[src/rtl/jtag_scan_sequencer_pkg.sv]
// Shared definitions for the mote JTAG scan sequencer: widths, command and
// state encodings, entry/exit TMS patterns (all LSB = first slot), and small
// helpers that derive slot counts and patterns from a command.
package jtag_scan_sequencer_pkg;

  localparam int unsigned MAX_LEN = 32;
  localparam int unsigned LEN_W   = 5;
  localparam int unsigned SLOT_W  = 6;
  localparam int unsigned DIV_W   = 8;

  typedef enum logic [1:0] {
    CMD_DR   = 2'd0,
    CMD_IR   = 2'd1,
    CMD_RST  = 2'd2,
    CMD_IDLE = 2'd3
  } cmd_e;

  typedef enum logic [2:0] {
    ST_IDLE  = 3'd0,
    ST_PRE   = 3'd1,
    ST_SHIFT = 3'd2,
    ST_POST  = 3'd3,
    ST_FIN   = 3'd4
  } state_e;

  localparam logic [2:0]  DR_PRE      = 3'b001;
  localparam int unsigned DR_PRE_LEN  = 3;
  localparam logic [3:0]  IR_PRE      = 4'b0011;
  localparam int unsigned IR_PRE_LEN  = 4;
  localparam logic [1:0]  POST_PAT    = 2'b01;
  localparam int unsigned POST_LEN    = 2;
  localparam logic [5:0]  RST_PAT     = 6'b011111;
  localparam int unsigned RST_LEN     = 6;

  // len field 0 encodes a full 32-bit scan
  function automatic logic [SLOT_W-1:0] eff_len(input logic [LEN_W-1:0] len);
    return (len == '0) ? SLOT_W'(MAX_LEN) : SLOT_W'(len);
  endfunction

  function automatic logic is_scan(input cmd_e c);
    return (c == CMD_DR) || (c == CMD_IR);
  endfunction

  // Number of PRE slots; idle clocking is all PRE
  function automatic logic [SLOT_W-1:0] pre_len(input cmd_e c, input logic [SLOT_W-1:0] l);
    logic [SLOT_W-1:0] n;
    case (c)
      CMD_DR:  n = SLOT_W'(DR_PRE_LEN);
      CMD_IR:  n = SLOT_W'(IR_PRE_LEN);
      CMD_RST: n = SLOT_W'(RST_LEN);
      default: n = l;
    endcase
    return n;
  endfunction

  // PRE TMS pattern; idle clocking holds TMS low
  function automatic logic [7:0] pre_pat(input cmd_e c);
    logic [7:0] p;
    case (c)
      CMD_DR:  p = 8'(DR_PRE);
      CMD_IR:  p = 8'(IR_PRE);
      CMD_RST: p = 8'(RST_PAT);
      default: p = '0;
    endcase
    return p;
  endfunction

endpackage

[src/rtl/jtag_scan_sequencer_if.sv]
// Command/result handshake plus mote JTAG pins for the scan sequencer.
//   master: issues start/cmd/len/tdi_data, returns tdo; sees busy/done/tdo_data/tck/tms/tdi
//   slave : the sequencer side
interface jtag_scan_sequencer_if;
  import jtag_scan_sequencer_pkg::*;

  logic               start;
  logic [1:0]         cmd;
  logic [LEN_W-1:0]   len;
  logic [MAX_LEN-1:0] tdi_data;
  logic               busy;
  logic               done;
  logic [MAX_LEN-1:0] tdo_data;
  logic               tck;
  logic               tms;
  logic               tdi;
  logic               tdo;

  modport master (
    output start, cmd, len, tdi_data, tdo,
    input  busy, done, tdo_data, tck, tms, tdi
  );

  modport slave (
    input  start, cmd, len, tdi_data, tdo,
    output busy, done, tdo_data, tck, tms, tdi
  );

endinterface

[src/rtl/jtag_scan_sequencer_tck_gen.sv]
// Divided TCK generator. While en_i is high, TCK alternates low/high phases of
// HALF_DIV clk cycles each, starting with a low phase; en_i low clears it.
//   clk, reset   : main clock, async active-high reset
//   en_i         : run enable
//   tck_o        : registered TCK
//   rise_stb_o   : high in the first clk cycle of each high phase (tdo sample cycle)
//   fall_stb_o   : high in the last clk cycle of each high phase, so registered
//                  tms/tdi updated on that edge change together with TCK falling
module jtag_tck_gen
  import jtag_scan_sequencer_pkg::*;
#(
  parameter int unsigned HALF_DIV = 6
) (
  input  logic clk,
  input  logic reset,
  input  logic en_i,
  output logic tck_o,
  output logic rise_stb_o,
  output logic fall_stb_o
);

  localparam logic [DIV_W-1:0] LAST     = DIV_W'(HALF_DIV - 1);
  localparam logic [DIV_W-1:0] PRE_LAST = DIV_W'(HALF_DIV - 2);

  logic [DIV_W-1:0] cnt_q;
  logic             tck_q;
  logic             rise_q;
  logic             fall_q;
  logic             wrap;

  assign wrap = (cnt_q == LAST);

  // Phase counter and strobe registers
  always_ff @(posedge clk or posedge reset) begin
    if (reset) begin
      cnt_q  <= '0;
      tck_q  <= 1'b0;
      rise_q <= 1'b0;
      fall_q <= 1'b0;
    end else if (!en_i) begin
      cnt_q  <= '0;
      tck_q  <= 1'b0;
      rise_q <= 1'b0;
      fall_q <= 1'b0;
    end else begin
      cnt_q  <= wrap ? '0 : cnt_q + DIV_W'(1);
      if (wrap) tck_q <= ~tck_q;
      rise_q <= wrap && !tck_q;
      fall_q <= tck_q && (cnt_q == PRE_LAST);
    end
  end

  assign tck_o      = tck_q;
  assign rise_stb_o = rise_q;
  assign fall_stb_o = fall_q;

endmodule

[src/rtl/jtag_scan_sequencer.sv]
// Runs one complete JTAG scan command on the mote TAP, from Run-Test/Idle back
// to Run-Test/Idle: DR scan, IR scan, TAP reset or idle clocking.
//   clk, reset : main clock, async active-high reset
//   bus.start/cmd/len/tdi_data : command strobe and operands (taken when busy=0)
//   bus.busy/done/tdo_data     : status, one-cycle completion, captured TDO
//   bus.tck/tms/tdi, bus.tdo   : mote JTAG pins
module jtag_scan_sequencer
  import jtag_scan_sequencer_pkg::*;
#(
  parameter int unsigned HALF_DIV = 6
) (
  input  logic                 clk,
  input  logic                 reset,
  jtag_scan_sequencer_if.slave bus
);

  state_e              state_q, state_d;
  cmd_e                cmd_q;
  logic [SLOT_W-1:0]   len_q;
  logic [SLOT_W-1:0]   idx_q, idx_d;
  logic [MAX_LEN-1:0]  data_q;
  logic [MAX_LEN-1:0]  tdo_q;
  logic                tms_q, tdi_q;
  logic                busy_q, done_q;
  logic [1:0]          drive_d;
  logic                tck, rise_stb, fall_stb;
  cmd_e                cmd_in;
  logic [7:0]          start_pat;

  jtag_tck_gen #(.HALF_DIV(HALF_DIV)) u_tck_gen (
    .clk        (clk),
    .reset      (reset),
    .en_i       (busy_q),
    .tck_o      (tck),
    .rise_stb_o (rise_stb),
    .fall_stb_o (fall_stb)
  );

  // {tms, tdi} for a slot; FIN/IDLE keep tms low, matching every last slot
  function automatic logic [1:0] slot_drive(input state_e st, input logic [SLOT_W-1:0] idx,
                                            input cmd_e c, input logic [SLOT_W-1:0] l,
                                            input logic [MAX_LEN-1:0] d);
    logic       tms, tdi;
    logic [7:0] pat;
    tms = 1'b0;
    tdi = 1'b0;
    pat = pre_pat(c);
    case (st)
      ST_PRE:   tms = pat[idx[2:0]];
      ST_SHIFT: begin
        tms = (idx == l - SLOT_W'(1));
        tdi = d[idx[4:0]];
      end
      ST_POST:  tms = POST_PAT[idx[0]];
      default:  ;
    endcase
    return {tms, tdi};
  endfunction

  // Slot advance: where the next slot lives and what it drives
  always_comb begin
    state_d = state_q;
    idx_d   = idx_q + SLOT_W'(1);
    case (state_q)
      ST_PRE: if (idx_q == pre_len(cmd_q, len_q) - SLOT_W'(1)) begin
        idx_d   = '0;
        state_d = is_scan(cmd_q) ? ST_SHIFT : ST_FIN;
      end
      ST_SHIFT: if (idx_q == len_q - SLOT_W'(1)) begin
        idx_d   = '0;
        state_d = ST_POST;
      end
      ST_POST: if (idx_q == SLOT_W'(POST_LEN - 1)) begin
        idx_d   = '0;
        state_d = ST_FIN;
      end
      default: idx_d = idx_q;
    endcase
    drive_d = slot_drive(state_d, idx_d, cmd_q, len_q, data_q);
  end

  assign cmd_in    = cmd_e'(bus.cmd);
  assign start_pat = pre_pat(cmd_in);

  // Sequencer FSM; a start in FIN is accepted so commands chain back-to-back
  always_ff @(posedge clk or posedge reset) begin
    if (reset) begin
      state_q <= ST_IDLE;
      cmd_q   <= CMD_DR;
      len_q   <= '0;
      idx_q   <= '0;
      data_q  <= '0;
      tdo_q   <= '0;
      tms_q   <= 1'b1;
      tdi_q   <= 1'b0;
      busy_q  <= 1'b0;
      done_q  <= 1'b0;
    end else begin
      done_q <= 1'b0;
      case (state_q)
        ST_IDLE, ST_FIN: begin
          if (bus.start) begin
            state_q <= ST_PRE;
            cmd_q   <= cmd_in;
            len_q   <= eff_len(bus.len);
            data_q  <= bus.tdi_data;
            tdo_q   <= '0;
            idx_q   <= '0;
            tms_q   <= start_pat[0];
            tdi_q   <= 1'b0;
            busy_q  <= 1'b1;
          end else begin
            state_q <= ST_IDLE;
          end
        end
        default: begin
          if (rise_stb && state_q == ST_SHIFT) tdo_q[idx_q[4:0]] <= bus.tdo;
          if (fall_stb) begin
            state_q <= state_d;
            idx_q   <= idx_d;
            {tms_q, tdi_q} <= drive_d;
            if (state_d == ST_FIN) begin
              busy_q <= 1'b0;
              done_q <= 1'b1;
            end
          end
        end
      endcase
    end
  end

  assign bus.tck      = tck;
  assign bus.tms      = tms_q;
  assign bus.tdi      = tdi_q;
  assign bus.busy     = busy_q;
  assign bus.done     = done_q;
  assign bus.tdo_data = tdo_q;

endmodule
[src/flat_wrapper.sv]
// flat-port wrapper written by rule: the top's interface ports become plain ports
module jtag_scan_sequencer_flat import jtag_scan_sequencer_pkg::*;
#(
  parameter int unsigned HALF_DIV = 6
)
  (clk, reset, bus_start, bus_cmd, bus_len, bus_tdi_data, bus_tdo, bus_busy, bus_done, bus_tdo_data, bus_tck, bus_tms, bus_tdi);
  jtag_scan_sequencer_if bus_i ();
  input  logic clk;
  input  logic reset;
  input wire logic [$bits(bus_i.start)-1:0] bus_start;
  input wire logic [$bits(bus_i.cmd)-1:0] bus_cmd;
  input wire logic [$bits(bus_i.len)-1:0] bus_len;
  input wire logic [$bits(bus_i.tdi_data)-1:0] bus_tdi_data;
  input wire logic [$bits(bus_i.tdo)-1:0] bus_tdo;
  output wire logic [$bits(bus_i.busy)-1:0] bus_busy;
  output wire logic [$bits(bus_i.done)-1:0] bus_done;
  output wire logic [$bits(bus_i.tdo_data)-1:0] bus_tdo_data;
  output wire logic [$bits(bus_i.tck)-1:0] bus_tck;
  output wire logic [$bits(bus_i.tms)-1:0] bus_tms;
  output wire logic [$bits(bus_i.tdi)-1:0] bus_tdi;
  assign bus_i.start = bus_start;
  assign bus_i.cmd = bus_cmd;
  assign bus_i.len = bus_len;
  assign bus_i.tdi_data = bus_tdi_data;
  assign bus_i.tdo = bus_tdo;
  assign bus_busy = bus_i.busy;
  assign bus_done = bus_i.done;
  assign bus_tdo_data = bus_i.tdo_data;
  assign bus_tck = bus_i.tck;
  assign bus_tms = bus_i.tms;
  assign bus_tdi = bus_i.tdi;
  jtag_scan_sequencer #(.HALF_DIV(HALF_DIV)) u_core (.clk(clk), .reset(reset), .bus(bus_i));
endmodule
[config.mk]
export PLATFORM = sky130hd
export DESIGN_NAME = jtag_scan_sequencer_flat
export DESIGN_NICKNAME = d
export VERILOG_FILES = /design/src/rtl/jtag_scan_sequencer_pkg.sv /design/src/rtl/jtag_scan_sequencer_if.sv /design/src/rtl/jtag_scan_sequencer_tck_gen.sv /design/src/rtl/jtag_scan_sequencer.sv /design/src/flat_wrapper.sv
export SDC_FILE = /design/constraint.sdc
export NUM_CORES = 1
export LEC_CHECK = 0
export BUFFER_PORTS_ARGS = -buffer_cell sky130_fd_sc_hd__buf_2
export CORE_UTILIZATION = 31
export DETAILED_ROUTE_END_ITERATION = 10
export PLACE_DENSITY = 0.44
export SLEW_MARGIN = 10
export SYNTH_ARGS = -nofsm -noshare
export SYNTH_HDL_FRONTEND = slang
export SYNTH_HIERARCHICAL = 1
export SYNTH_SLANG_ARGS = --single-unit
[constraint.sdc]
create_clock -name clk -period 3.3 [get_ports clk]
set_input_delay 0.33 -clock clk [delete_from_list [all_inputs] [get_ports clk]]
set_output_delay 0.33 -clock clk [all_outputs]
set_load 0.1 [all_outputs]
## Yosys cells after proc, flatten, opt, wreduce, memory -nomap -nowiden

Index checks and enable logic that the tools add are counted.

- Output and inout bits: 37
- Word-level logic and storage cells: 115
- Bits in registers: 96
- Input port bits: 43

- Add/subtract/negate cells: 4
- Mux-type cells: 53
- Eq/ne operators: 20
- Bitwise logic cells: 1
- Reductions and logical operators: 18
- $lt $le $gt $ge: 5

Operators with widths:

| kind | count |
|---|---|
| 32-bit 2-to-1 mux | 3 |
| 6-bit 2-to-1 mux | 8 |
| 6-bit one-hot mux with 3 select lines | 2 |
| 32-bit bitwise mux | 1 |
| 1-bit 2-to-1 mux | 24 |
| 6-bit == test | 3 |
| 3-bit 2-to-1 mux | 6 |
| 8-bit by 3-bit == test with 1-bit output, second input constant | 2 |
| 8-bit 2-to-1 mux | 2 |
| 5-bit one-hot mux with 3 select lines | 1 |
| 3-bit by 2-bit == test with 1-bit output, second input constant | 4 |
| 5-bit by 6-bit less-than comparator with 1-bit output, second input constant | 2 |
| 6-bit by 1-bit subtractor with 6-bit output, second input constant | 2 |
| 3-bit one-hot mux with 3 select lines | 1 |
| 8-bit by 1-bit adder with 8-bit output, second input constant | 1 |
| 6-bit by 1-bit adder with 6-bit output, second input constant | 1 |
| 3-bit by 1-bit == test with 1-bit output, second input constant | 2 |
| 3-bit == test, second input constant | 2 |
| 6-bit by 1-bit == test with 1-bit output, second input constant | 1 |
| 1-bit one-hot mux with 3 select lines | 2 |
| 2-bit AND reduction | 3 |
| 2-bit nonzero test | 3 |
| 1-bit binary-select mux with 5-bit select | 1 |
| 1-bit demux with 5-bit select | 1 |
| other kinds (16) | 23 |

## Depth between registers and ports, before layout

Gate-level depths: netlist of run 1.

- Depth in word-level cells: 12
- Depth in mapped cells: 14
- Depth with buffers taken out: 14

## Hierarchy

The synthesis of run 1 kept the hierarchy.

Modules (own cells, without submodules):

| module | cells an instance | area each (um^2) | times used | sequential area each (um^2) |
|---|---|---|---|---|
| jtag_scan_sequencer | 576 | 5,067.4 | 1 | 2,128.3 |
| jtag_tck_gen | 52 | 543.0 | 1 | 275.3 |

## Worst setup path before layout of run 1

No wires, ideal clock.

- Kind: reg2reg
- Start: register u_core.cmd_q[0]
- End: register u_core.tdi_q, in the netlist u_core/bus.tdi
- Stages on the path, launching flop included: 13
- Path buffers: 1
- Data required time: 3.220 ns
- Setup slack: 0.417 ns
- Clock period less this slack: 2.883 ns
- Library setup time: 0.080 ns
- Arrival: 2.803 ns
- Cell sequence: dfrtp_1 -> ha_1 -> buf_6 -> mux2i_1 -> ha_1 -> xor2_1 -> xnor2_1 -> nor3_2 -> nand3_1 -> or4b_1 -> a21o_1 -> or3_1 -> a2bb2oi_1

- Longest elaborated chain between the ends: 12
- Elaborated cells on any way between the ends: 19
- Classes of those cells: 1 x add/sub; 4 x eq/ne; 12 x mux; 2 x reduce/logical

RTL lines:

| element | line | RTL |
|---|---|---|
| start: declaration | jtag_scan_sequencer.sv:18 | `cmd_e cmd_q;` |
| start signal: assignment | jtag_scan_sequencer.sv:104 | `cmd_q <= cmd_in;` |
| 2-bit == test (tied with other cells) | jtag_scan_sequencer_pkg.sv:47 | `case (c)` |
| 6-bit one-hot mux with 3 select lines | jtag_scan_sequencer_pkg.sv:47 |  |
| 6-bit 2-to-1 mux | jtag_scan_sequencer.sv:64 | `case (state_q)` |
| 6-bit by 1-bit subtractor with 6-bit output | jtag_scan_sequencer.sv:65 | `ST_PRE: if (idx_q == pre_len(cmd_q, len_q) - SLOT_W'(1)) begin` |
| 6-bit == test | jtag_scan_sequencer.sv:65 |  |
| 6-bit 2-to-1 mux | jtag_scan_sequencer.sv:65 |  |
| 6-bit one-hot mux with 3 select lines | jtag_scan_sequencer.sv:64 |  |
| 1-bit binary-select mux with 5-bit select | jtag_scan_sequencer.sv:52 | `tdi = d[idx[4:0]];` |
| 1-bit 2-to-1 mux (implied by the code) | jtag_scan_sequencer.sv:52 |  |
| 1-bit 2-to-1 mux * | jtag_scan_sequencer.sv:48 | `case (st)` |
| 1-bit 2-to-1 mux * | jtag_scan_sequencer.sv:118 | `if (fall_stb) begin` |
| 1-bit 2-to-1 mux * | jtag_scan_sequencer.sv:100 | `case (state_q)` |
| end signal: assignment | jtag_scan_sequencer.sv:121 | `{tms_q, tdi_q} <= drive_d;` |
| end: declaration | jtag_scan_sequencer.sv:23 | `logic tms_q, tdi_q;` |

Every way passes the cells marked *; elsewhere a longest branch is shown, timed or not. The select of a mux whose other input is x is not followed.
A chain may end at the register's enable or synchronous reset.

## Final worst setup path of run 1

- Start: register u_core.cmd_q[1]
- End: register u_core.tdi_q, in the netlist u_core/bus.tdi

Same word-level chain as after synthesis.

==> results of run 1 <==
## flip-flops by register name, summed over array words and instances, names as in the netlist
register,flops
u_core/u_tck_gen/fall_stb_o,1
u_core/bus.tdo_data,32
u_core/bus.busy,1
u_core/bus.done,1
u_core/bus.tms,1
u_core/data_q,32
u_core/idx_q,6
u_core/bus.tdi,1
u_core/u_tck_gen/cnt_q,8
u_core/cmd_q,2
u_core/len_q,6
u_core/u_tck_gen/rise_stb_o,1
u_core/u_tck_gen/tck_o,1
u_core/state_q,3
## routing by layer
| layer | vias up | track usage, % | part of all wire, % |
|---|---|---|---|
| li1 | 2340 | - | - |
| met1 | 2368 | 24.6 | 46 |
| met2 | 117 | 30.1 | 48 |
| met3 | 9 | 3.19 | 4.3 |
| met4 | 0 | 5.25 | 1.3 |
| met5 | - | 0 | 0 |
## final timing paths
kind / from / endpoint / slack (ns) / depth (start not counted)
worst max-delay path: u_core/cmd_q[1] / u_core/bus.tdi / 0.21 / 13
worst min-delay path: bus_tdi_data[27] / u_core/data_q[27] / 0.17 / 3
worst max register to register: u_core/cmd_q[1] / u_core/bus.tdi / 0.21 / 13
worst min register to register: u_core/data_q[5] / u_core/data_q[5] / 0.47 / 2
max in group asynchronous: reset / u_core/bus.tms / 1.92 / 4
min in group asynchronous: reset / u_core/u_tck_gen/cnt_q[5] / 0.56 / 3
## worst max-delay path, cell delays in order, from the launching register on
cell and delay [ns]:
dfrtp_1 0.42, buf_4 0.15, ha_1 0.21, nor3_1 0.15, a21o_1 0.11, ha_1 0.17
xor2_1 0.19, xnor2_1 0.11, nor3_2 0.17, nand3_1 0.10, or4b_1 0.57, a21o_1 0.21
or3_1 0.35, a2bb2oi_1 0.13
## power by group
part	switching [mW]	total (mW)	leakage [nW]	internal, mW
Sequential	0	1.18	1.28	1.18
Clock	0.463	1.08	0.147	0.613
Combinational	0.0340	0.0557	1.67	0.0217
## repair_timing
item / 4_1_cts / 5_1_grt
buffers inserted: 0 / 2
endpoints found under the hold margin: 11 / 0
gates resized for setup: 0 / 3
hold buffers: 1 / 0
endpoints found under the setup margin: 0 / 2
## cells by family after synthesis
logic type / Yosys count / share of synthesized area [%]
AND/OR/NAND/NOR: 248 / 21.7
AO/OA/AOI/OAI: 170 / 17.6
buffers and inverters: 56 / 4.44
XOR/XNOR: 32 / 6.18
adder cells (fa/ha/maj): 14 / 3.12
flip-flops: 96 / 42.8
multiplexers: 12 / 4.06
## layout by cell type (no fill, tap or decap), types with 6 or more instances in the layout
| master | instances |
|---|---|
| nand2_1 | 144 |
| dfrtp_1 | 95 |
| o21ai_0 | 86 |
| buf_2 | 79 |
| a21oi_1 | 42 |
| buf_4 | 24 |
| nor2_1 | 21 |
| xnor2_1 | 19 |
| inv_1 | 16 |
| nand3_1 | 13 |
| ha_1 | 12 |
| clkbuf_16 | 9 |
| xor2_1 | 8 |
| nor3_1 | 6 |
| a21o_1 | 6 |
| nand4_1 | 6 |
## final cells by class
| type | instances | area (sq um) | area share [%] |
|---|---|---|---|
| multi-input combinational | 476 | 2970 | 44.8 |
| clock buffer | 12 | 246 | 3.72 |
| sequential | 96 | 2400 | 36.3 |
| inverter | 18 | 68.8 | 1.04 |
| clock inverter | 4 | 52.6 | 0.793 |
| tap | 225 | 282 | 4.25 |
| timing repair buffer | 105 | 606 | 9.14 |
==> impl_results.md, run 1 <==
- Status: complete, no violations
- Vias per cell: around 5.2
- Number of port buffers: 79
- Die Y: around 140 um
- Longest Clk Path Bufs: 2
- HP Class: in2reg
- Cell Area, Placed: 6290 sq um
- Ys async rst share: 100%
- Final Worst Setup Slack: ~0.21 ns
- Global-route wire length before repair: ~26 mm
- Die area: approximately 19,000 sq um
- Max-slew headroom: about 50%
- Synth Register Bits: 96
- Fin area: approximately 6600 sq um
- Main flop type after synthesis: dfrtp_1
- Post-DR wirelength/cell: 17.0 um
- Power Density: around 350 nW/um^2
- Congestion Overflow GR: 0
- Post-synth EDFFs: 0
- Number of global-route vias before repair: 4,786
- Die width: 137 um
- DRC: 0
- Final setup fails: 0
- Starting DRT DRC Count: about 330
- Most area-consuming cells after synthesis: dfrtp_1 42%, nand2_1 9.6%, o21ai_0 7.8%
- Net Count, Synth: 685
- Worst VDD drop: approximately 0.27 mV
- Setup Skew: between 0.006 and 0.007 ns
- CP Class: reg2reg
- Most common cell in the netlist: nand2_1
- CP Data Required Time: 3.57 ns
- TritonCTS clock tree: yes
- CP Capture Type: flop
- Synthesized area: 5610 sq um
- Cell count after placement: ~900
- CTS buffer count: 9
- FMAX: between 300 and 400 MHz
- Rows: 48
- Yosys top cell area share: between 40% and 50%
- Largest net degree at the start of global routing: 49
- Post-route insts no fill: 936
- Slew Viols, Final: 0
- Fill count: about 1,800
- CP startpoint kind: flop
- Clock transition at path regs: approximately 0.070 ns
- Antenna diodes: 0
- Layout cell share with drive strength beyond 1: between 20% and 30%
- Layout area overhead: 18.1%
- Sequential area share after synthesis: between 40% and 50%
- Worst skew pair latency: about 0.34 ns
- Syn avg cell area: 8.93 sq um
- Layout Nets: roughly 760
- Area leader, netlist: dfrtp_1
- Initial antenna violation count: 0
- Initial Util: 32.1%
- Arrival time worst endpoint: 3.35 ns
- Tmin final: roughly 3 ns
- Boundary Pins: 80
- Leakage: approximately 3.1 nW
- RSZ-0062 raised after global routing: false
- Max Cap Viol: 0
- YS warnings: 6
- Synth cell count leaders: 144 x nand2_1, 95 x dfrtp_1, 87 x o21ai_0
- Crit-path max FO: 4
- Power Total: 2.31 mW
- Crit share post-route: approximately 94%
- Routed WL: between 15 and 20 mm
- Pre-Repair DR Iteration Count: 7
- Gpl congestion: 0.886
- Core Util, Final: between 30% and 40%
- Clock Sinks: 96
- Final Hold Vio Count: 0
- Via count: slightly below 5,000
- All-Layer GR Usage: 18.3%
- Synth cell types: 77
- Total Neg Setup Slack: 0 ns
- Dpl ws: 0.180 ns
- Final HPWL DP: between 10 and 15 mm
- Post-Syn Instances: about 630
- Worst hold margin: roughly 0.17 ns
- Placeable Area: 17,500 sq um
- Max H-tree Level: 3
- Antenna viol nets, final: 0
- Clk root buf: clkbuf_16
- Worst Tran Pin Value: approximately 0.75 ns
No activity file was read; power rests on OpenSTA's default activity.
==> run 2: changes to the inputs <==
--- a/config.mk
+++ b/config.mk
@@ -6,9 +6,9 @@
 export NUM_CORES = 1
 export LEC_CHECK = 0
 export BUFFER_PORTS_ARGS = -buffer_cell sky130_fd_sc_hd__buf_2
-export CORE_UTILIZATION = 31
+export CORE_UTILIZATION = 58
 export DETAILED_ROUTE_END_ITERATION = 10
-export PLACE_DENSITY = 0.44
+export PLACE_DENSITY = 0.77
 export SLEW_MARGIN = 10
 export SYNTH_ARGS = -nofsm -noshare
 export SYNTH_HDL_FRONTEND = slang
==> run 2 against run 1 <==
  * Wire length decreased by 13%
  * First-iteration DRC count increased by 19%
  * Worst hold slack got worse by 0.014 ns
  * Flip-flop and latch count unchanged
  * Critical endpoint is now u_core/bus.tms
==> impl_results.md, run 2 (same netlist as run 1, synthesis figures left out) <==
- Status: complete, no violations
- Crit Reg-Reg Startpoint: u_core/cmd_q[0]
- Largest net degree at the start of global routing: 47 (-4.1%)
- Initial antenna violation count: 0 (unchanged)
- Routed WL: 13.9 mm (-13%)
- Gpl congestion: 0.975 (+10%)
- Cell depth of the worst flop-to-flop path: 12 (-1)
- CP Class: reg2reg
- Reg2Reg Capture Point: u_core/bus.tms
- HP Class: in2reg
- CTS buffer count: 9 (unchanged)
- Layout Nets: 755 (-1.0%)
- Final HPWL DP: 9.90 mm (-14%)
- Slew Viols, Final: 0 (unchanged)
- Via count: 4,914 (+1.7%)
- Worst skew pair latency: 0.36 ns (+0.02 ns)
- Initial Util: 60.4% (+28 points)
- CP startpoint kind: flop
- End point of the critical path: u_core/bus.tms
- Most common cell after layout, fill and taps aside: nand2_1
- Max H-tree Level: 3 (unchanged)
- Die Y: 100 um (-26%)
- CP Data Required Time: 3.58 ns (about the same)
- Final Hold Vio Count: 0 (unchanged)
- Vias per cell: 5.91 (+14%)
- Clk root buf: clkbuf_8
- CP Capture Type: flop
- Arrival time worst endpoint: 3.42 ns (+0.07 ns)
- Worst Tran Pin Value: 0.793 ns (+0.0446 ns)
- Cell Area, Placed: 6110 sq um (-2.9%)
- Crit path from: u_core/cmd_q[0]
- R2R Setup Slk: 0.16 ns (-0.06 ns)
- Global-route wire length before repair: 22.9 mm (-12%)
- Clock transition at path regs: 0.10 ns (+0.03 ns)
- FMAX: 318 MHz (-1.8%)
- Max Cap Viol: 0 (unchanged)
- Fin area: 6360 sq um (-4.0%)
- Starting DRT DRC Count: 390 (+19%)
- Power Total: 2.04 mW (-12%)
- Leakage: 3.01 nW (-2.6%)
- Worst VDD drop: 0.276 mV (+3.8%)
- Most frequent cells in the layout: 144 x nand2_1, 95 x dfrtp_1, 86 x o21ai_0, 79 x buf_2, 42 x a21oi_1
- Crit share post-route: 95.3% (+1.7 points)
- All-Layer GR Usage: 29.2% (+11 points)
- Power Density: 321 nW/um^2 (-7.8%)
- Post-route insts no fill: 832 (-11%)
- Crit-path max FO: 9 (+5)
- Placeable Area: 9280 sq um (-47%)
- Die width: 100 um (-26%)
- Rows: 35 (-27%)
- Congestion Overflow GR: 0 (unchanged)
- TritonCTS clock tree: yes
- DRC: 0 (unchanged)
- Cell count after placement: 814 (-11%)
- Layout area overhead: 13.3%
- Longest Clk Path Bufs: 2 (unchanged)
- Antenna viol nets, final: 0 (unchanged)
- Die area: 10,100 sq um (-46%)
- Max-slew headroom: 47.0% (-3.1 points)
- Post-DR wirelength/cell: 16.7 um (-1.8%)
- Core Util, Final: 68.5% (+31 points)
- Clock Sinks: 96 (unchanged)
- Layout cell share with drive strength beyond 1: 21.2% (-0.18 points)
- Number of port buffers: 79 (unchanged)
- Antenna diodes: 0 (unchanged)
- Boundary Pins: 80 (unchanged)
- Tmin final: 3.14 ns (+0.0566 ns)
- Pre-Repair DR Iteration Count: 5 (-2)
- Setup Skew: 0.0143 ns (+0.00821 ns)
- Number of global-route vias before repair: 4,719 (-1.4%)
- Final setup fails: 0 (unchanged)
run 2: cell types whose count changed in the layout (fill, tap and decap cells not counted), sizes merged:
cell / before / now
clkbuf: 12 / 9
inv: 18 / 20
buf: 104 / 96
clkinvlp: 0 / 1
run 2: per-stage QoR:
step                      TNS, ns  hold WS (ns)  setup slack [ns]
final                           0         0.156             0.156
after global routing      -0.0507         0.141           -0.0507
after CTS                       0         0.142             0.131
after detailed placement        0         0.368             0.168
after global placement          0         0.353             0.294
after floorplan                 0         0.182             0.417
run 2: metal layers:
metal	GRT usage (%)	routed length, um	vias to the layer above
met5	0	0	-
met4	9.03	198	0
met3	4.87	960	24
met2	47.9	6720	217
met1	39.9	6020	2355
li1	-	-	2318
run 2: timing repair:
action,CTS,global route
resized for setup,0,6
endpoints found under the hold margin,11,0
hold buffers,1,0
setup endpoints to repair,0,3
setup buffers,0,1
run 2: worst min path at each step:
stage                     start                        end  cells after the start
2_1_floorplan             reset  u_core/u_tck_gen/cnt_q[0]                      1
3_3_place_gp              reset  u_core/u_tck_gen/cnt_q[5]                      2
3_5_place_dp              reset  u_core/u_tck_gen/cnt_q[5]                      2
5_1_grt        bus_tdi_data[12]          u_core/data_q[12]                      3
4_1_cts        bus_tdi_data[12]          u_core/data_q[12]                      3
6_report       bus_tdi_data[27]          u_core/data_q[27]                      3
run 2: layout make-up:
cell class                      count  area [sq um]
Clock buffer                        9           124
Clock inverter                      7          85.1
Fill cell                         771          2930
Inverter                           18          68.8
Multi-Input combinational cell    476          2980
Sequential cell                    96          2400
Tap cell                          129           161
Timing Repair Buffer               97           533
run 2: power breakdown:
part	switching, mW	total (mW)	internal (mW)
clock network	0.448	0.812	0.364
registers	0	1.18	1.18
logic	0.0319	0.0526	0.0207
total	0.480	2.04	1.56
run 2: critical path, cell delays in order, from the launching register on:
cell and delay [ns]:
dfrtp_1 0.42, ha_2 0.27, mux2i_1 0.30, ha_2 0.25
xor2_2 0.16, xnor2_1 0.12, nor4b_1 0.36, o2111ai_1 0.26
o21a_4 0.22, a32o_1 0.21, o21ai_1 0.09, o31ai_1 0.09
a221o_1 0.33
==> run 3: changes to the inputs <==
--- a/config.mk
+++ b/config.mk
@@ -6,9 +6,11 @@
 export NUM_CORES = 1
 export LEC_CHECK = 0
 export BUFFER_PORTS_ARGS = -buffer_cell sky130_fd_sc_hd__buf_2
-export CORE_UTILIZATION = 58
+export CELL_PAD_IN_SITES_DETAIL_PLACEMENT = 2
+export CELL_PAD_IN_SITES_GLOBAL_PLACEMENT = 2
+export CORE_UTILIZATION = 35
 export DETAILED_ROUTE_END_ITERATION = 10
-export PLACE_DENSITY = 0.77
+export PLACE_DENSITY = 0.76
 export SLEW_MARGIN = 10
 export SYNTH_ARGS = -nofsm -noshare
 export SYNTH_HDL_FRONTEND = slang
==> run 3 against run 2 <==
  * Wire length rose by 35%
  * Worst hold slack improved by 0.0068 ns
  * Cell count rose by 10%
  * Sequential power barely moved
  * Critical path depth rose by 2
  * Flip-flop and latch count did not move
  * Global-route usage fell by 5.3 points
  * Fmax fell by 3.4%
  * First-iteration DRC count fell by 46%
  * Register-to-register slack got worse by 0.11 ns
  * Clock skew fell by 0.0046 ns
  * Cell area rose by 4.3%
  * Critical path type unchanged
==> impl_results.md, run 3 (same netlist as run 1, synthesis figures left out) <==
- Status: complete, no violations
- Final Hold Vio Count: 0 (unchanged)
- Initial antenna violation count: 0 (unchanged)
- Clock transition at path regs: 0.07 ns (-0.03 ns)
- Total Neg Setup Slack: 0 ns (unchanged)
- Reg2Reg Capture Point: u_core/bus.tms
- Max-slew headroom: 41.2% (-5.8 points)
- Cell count after placement: 902 (+11%)
- Longest Clk Path Bufs: 2 (unchanged)
- Antenna diodes: 0 (unchanged)
- Clk root buf: clkbuf_16
- Met1 GRT Util: 30.5% (-9.4 points)
- CP Data Required Time: 3.59 ns (about the same)
- Clock Sinks: 96 (unchanged)
- FMAX: 307 MHz (-3.4%)
- Tmin final: 3.26 ns (+0.112 ns)
- Routed WL: 18.7 mm (+35%)
- Worst VDD drop: 0.213 mV (-23%)
- HP Class: in2reg
- Leakage: 3.08 nW (+2.4%)
- Most frequent cells in the layout: 144 x nand2_1, 93 x dfrtp_1, 86 x o21ai_0, 79 x buf_2, 42 x a21oi_1
- Layout Nets: 762 (+0.93%)
- Power Total: 2.23 mW (+9.5%)
- Post-route insts no fill: 919 (+10%)
- CP Class: reg2reg
- Rows: 45 (+29%)
- Congestion Overflow GR: 0 (unchanged)
- Met2 Use GR: 41.8% (-6.2 points)
- Crit-path max FO: 4 (-5)
- Max Cap Viol: 0 (unchanged)
- Layout cell share with drive strength beyond 1: 22.7% (+1.5 points)
- Crit path from: u_core/cmd_q[1]
- Slew Viols, Final: 0 (unchanged)
- End point of the critical path: u_core/bus.tms
- All-Layer GR Usage: 23.9% (-5.3 points)
- Worst skew pair latency: 0.35 ns (about the same)
- TritonCTS clock tree: yes
- Die width: 129 um (+28%)
- CP startpoint kind: flop
- Layout area overhead: 18.2%
- Final setup fails: 0 (unchanged)
- Worst Tran Pin Value: 0.880 ns (+0.0874 ns)
- Number of port buffers: 79 (unchanged)
- Crit Reg-Reg Startpoint: u_core/cmd_q[1]
- R2R Setup Slk: 0.04 ns (-0.11 ns)
- Most common cell after layout, fill and taps aside: nand2_1
- Vias per cell: 5.45 (-7.7%)
- Die Y: 129 um (+28%)
- Placeable Area: 15,400 sq um (+66%)
- Die area: 16,500 sq um (+64%)
- Top delay family on crit path: simple AND/OR/NAND/NOR gates
- DRC: 0 (unchanged)
- Crit share post-route: 98.7% (+3.4 points)
- CP Capture Type: flop
- Antenna viol nets, final: 0 (unchanged)
- Cell depth of the worst flop-to-flop path: 14 (+2)
- Crit path buffers/inverters: 1 (+1)
- Pre-Repair DR Iteration Count: 4 (-1)
- Crit-path cells: buf_4 -> ha_1 -> nor3_2 -> a21o_1 -> ha_2 -> xor2_1 -> xnor2_1 -> nor3_2 -> nand3_2 -> or4b_4 -> a21o_1 -> o21bai_1 -> a21oi_1 -> a221o_1
- Initial Util: 36.4% (-24 points)
- Starting DRT DRC Count: 212 (-46%)
- Critical path depth: 14 (+2)
- Final HPWL DP: 13.3 mm (+34%)
- Slowest stage cell, crit path: or4b_4
- Largest net degree at the start of global routing: 86 (+83%)
- GRT busiest layer: met2
- Post-DR wirelength/cell: 20.4 um (+22%)
- Global-route wire length before repair: 30.2 mm (+32%)
- CP peak stage delay: 0.56 ns (+0.14 ns)
- Number of global-route vias before repair: 5,516 (+17%)
- Setup Skew: 0.00963 ns (-0.00463 ns)
- Via count: 5,010 (+2.0%)
- Boundary Pins: 80 (unchanged)
- Met3 Track Usage GR: 2.99% (-1.9 points)
- Power Density: 337 nW/um^2 (+5.0%)
- Core Util, Final: 43.0% (-26 points)
- Gpl congestion: 0.837 (-14%)
- CTS buffer count: 9 (unchanged)
- Arrival time worst endpoint: 3.54 ns (+0.12 ns)
- Max H-tree Level: 3 (unchanged)
[run 3: cell count changes in the layout (fill, tap and decap cells not counted), sizes merged]
cell / previous run / this run
clkinv: 3 / 2
bufinv: 1 / 0
buf: 96 / 103
clkbuf: 9 / 12
clkinvlp: 1 / 0
inv: 20 / 18
[run 3: how the worst min path moves through the flow]
| stage | endpoint | from | slack [ns] | cells after the start |
|---|---|---|---|---|
| after floorplan | u_core/u_tck_gen/cnt_q[0] | reset | 0.18 | 1 |
| after global placement | u_core/u_tck_gen/cnt_q[7] | reset | 0.36 | 2 |
| after detailed placement | u_core/u_tck_gen/rise_stb_o | reset | 0.38 | 2 |
| after CTS | u_core/data_q[20] | bus_tdi_data[20] | 0.16 | 3 |
| after global routing | u_core/data_q[20] | bus_tdi_data[20] | 0.17 | 3 |
| final | u_core/data_q[27] | bus_tdi_data[27] | 0.16 | 3 |
[run 3: timing repair]
action                                  CTS  global route
resized for setup                         0            16
hold endpoints to repair                  3             0
buffers inserted                          0             2
endpoints found under the setup margin    0             7
hold buffers                              1             0
[run 3: metrics by stage]
| step | hold WS (ns) | setup WS, ns | instance area (sq um) |
|---|---|---|---|
| 3_5_place_dp | 0.376 | 0.0975 | 6270 |
| 2_1_floorplan | 0.182 | 0.417 | 5610 |
| 4_1_cts | 0.161 | 0.0201 | 6550 |
| 5_1_grt | 0.171 | -0.114 | 6630 |
| 6_report | 0.163 | 0.0442 | 6630 |
| 3_3_place_gp | 0.365 | 0.257 | 6270 |
[run 3: worst register-to-register path: stages (launching register included)]
cell,delay [ns]
dfrtp_2,0.45
buf_4,0.15
ha_1,0.22
nor3_2,0.11
a21o_1,0.11
ha_2,0.18
xor2_1,0.23
xnor2_1,0.16
nor3_2,0.18
nand3_2,0.10
or4b_4,0.56
a21o_1,0.22
o21bai_1,0.17
a21oi_1,0.18
a221o_1,0.17
[run 3: final cells by class]
cell class	count	area [sq um]
clock buffer	12	256
clock inverter	2	13.8
fill	1769	8800
inverter	18	68.8
multi-input combinational	476	3020
sequential	96	2410
tap	211	264
timing repair buffer	104	598
[run 3: where the power goes]
| group | internal (mW) | switching (mW) |
|---|---|---|
| combinational | 0.0218 | 0.0337 |
| sequential | 1.18 | 0 |
| clock | 0.546 | 0.456 |
[run 3: metal layers]
| layer | wire length, um | share of wire [%] | up-vias |
|---|---|---|---|
| met1 | 8350 | 45 | 2572 |
| li1 | - | - | 2329 |
| met2 | 9440 | 50 | 83 |
| met3 | 524 | 2.8 | 26 |
| met4 | 390 | 2.1 | 0 |
| met5 | 0 | 0 | - |
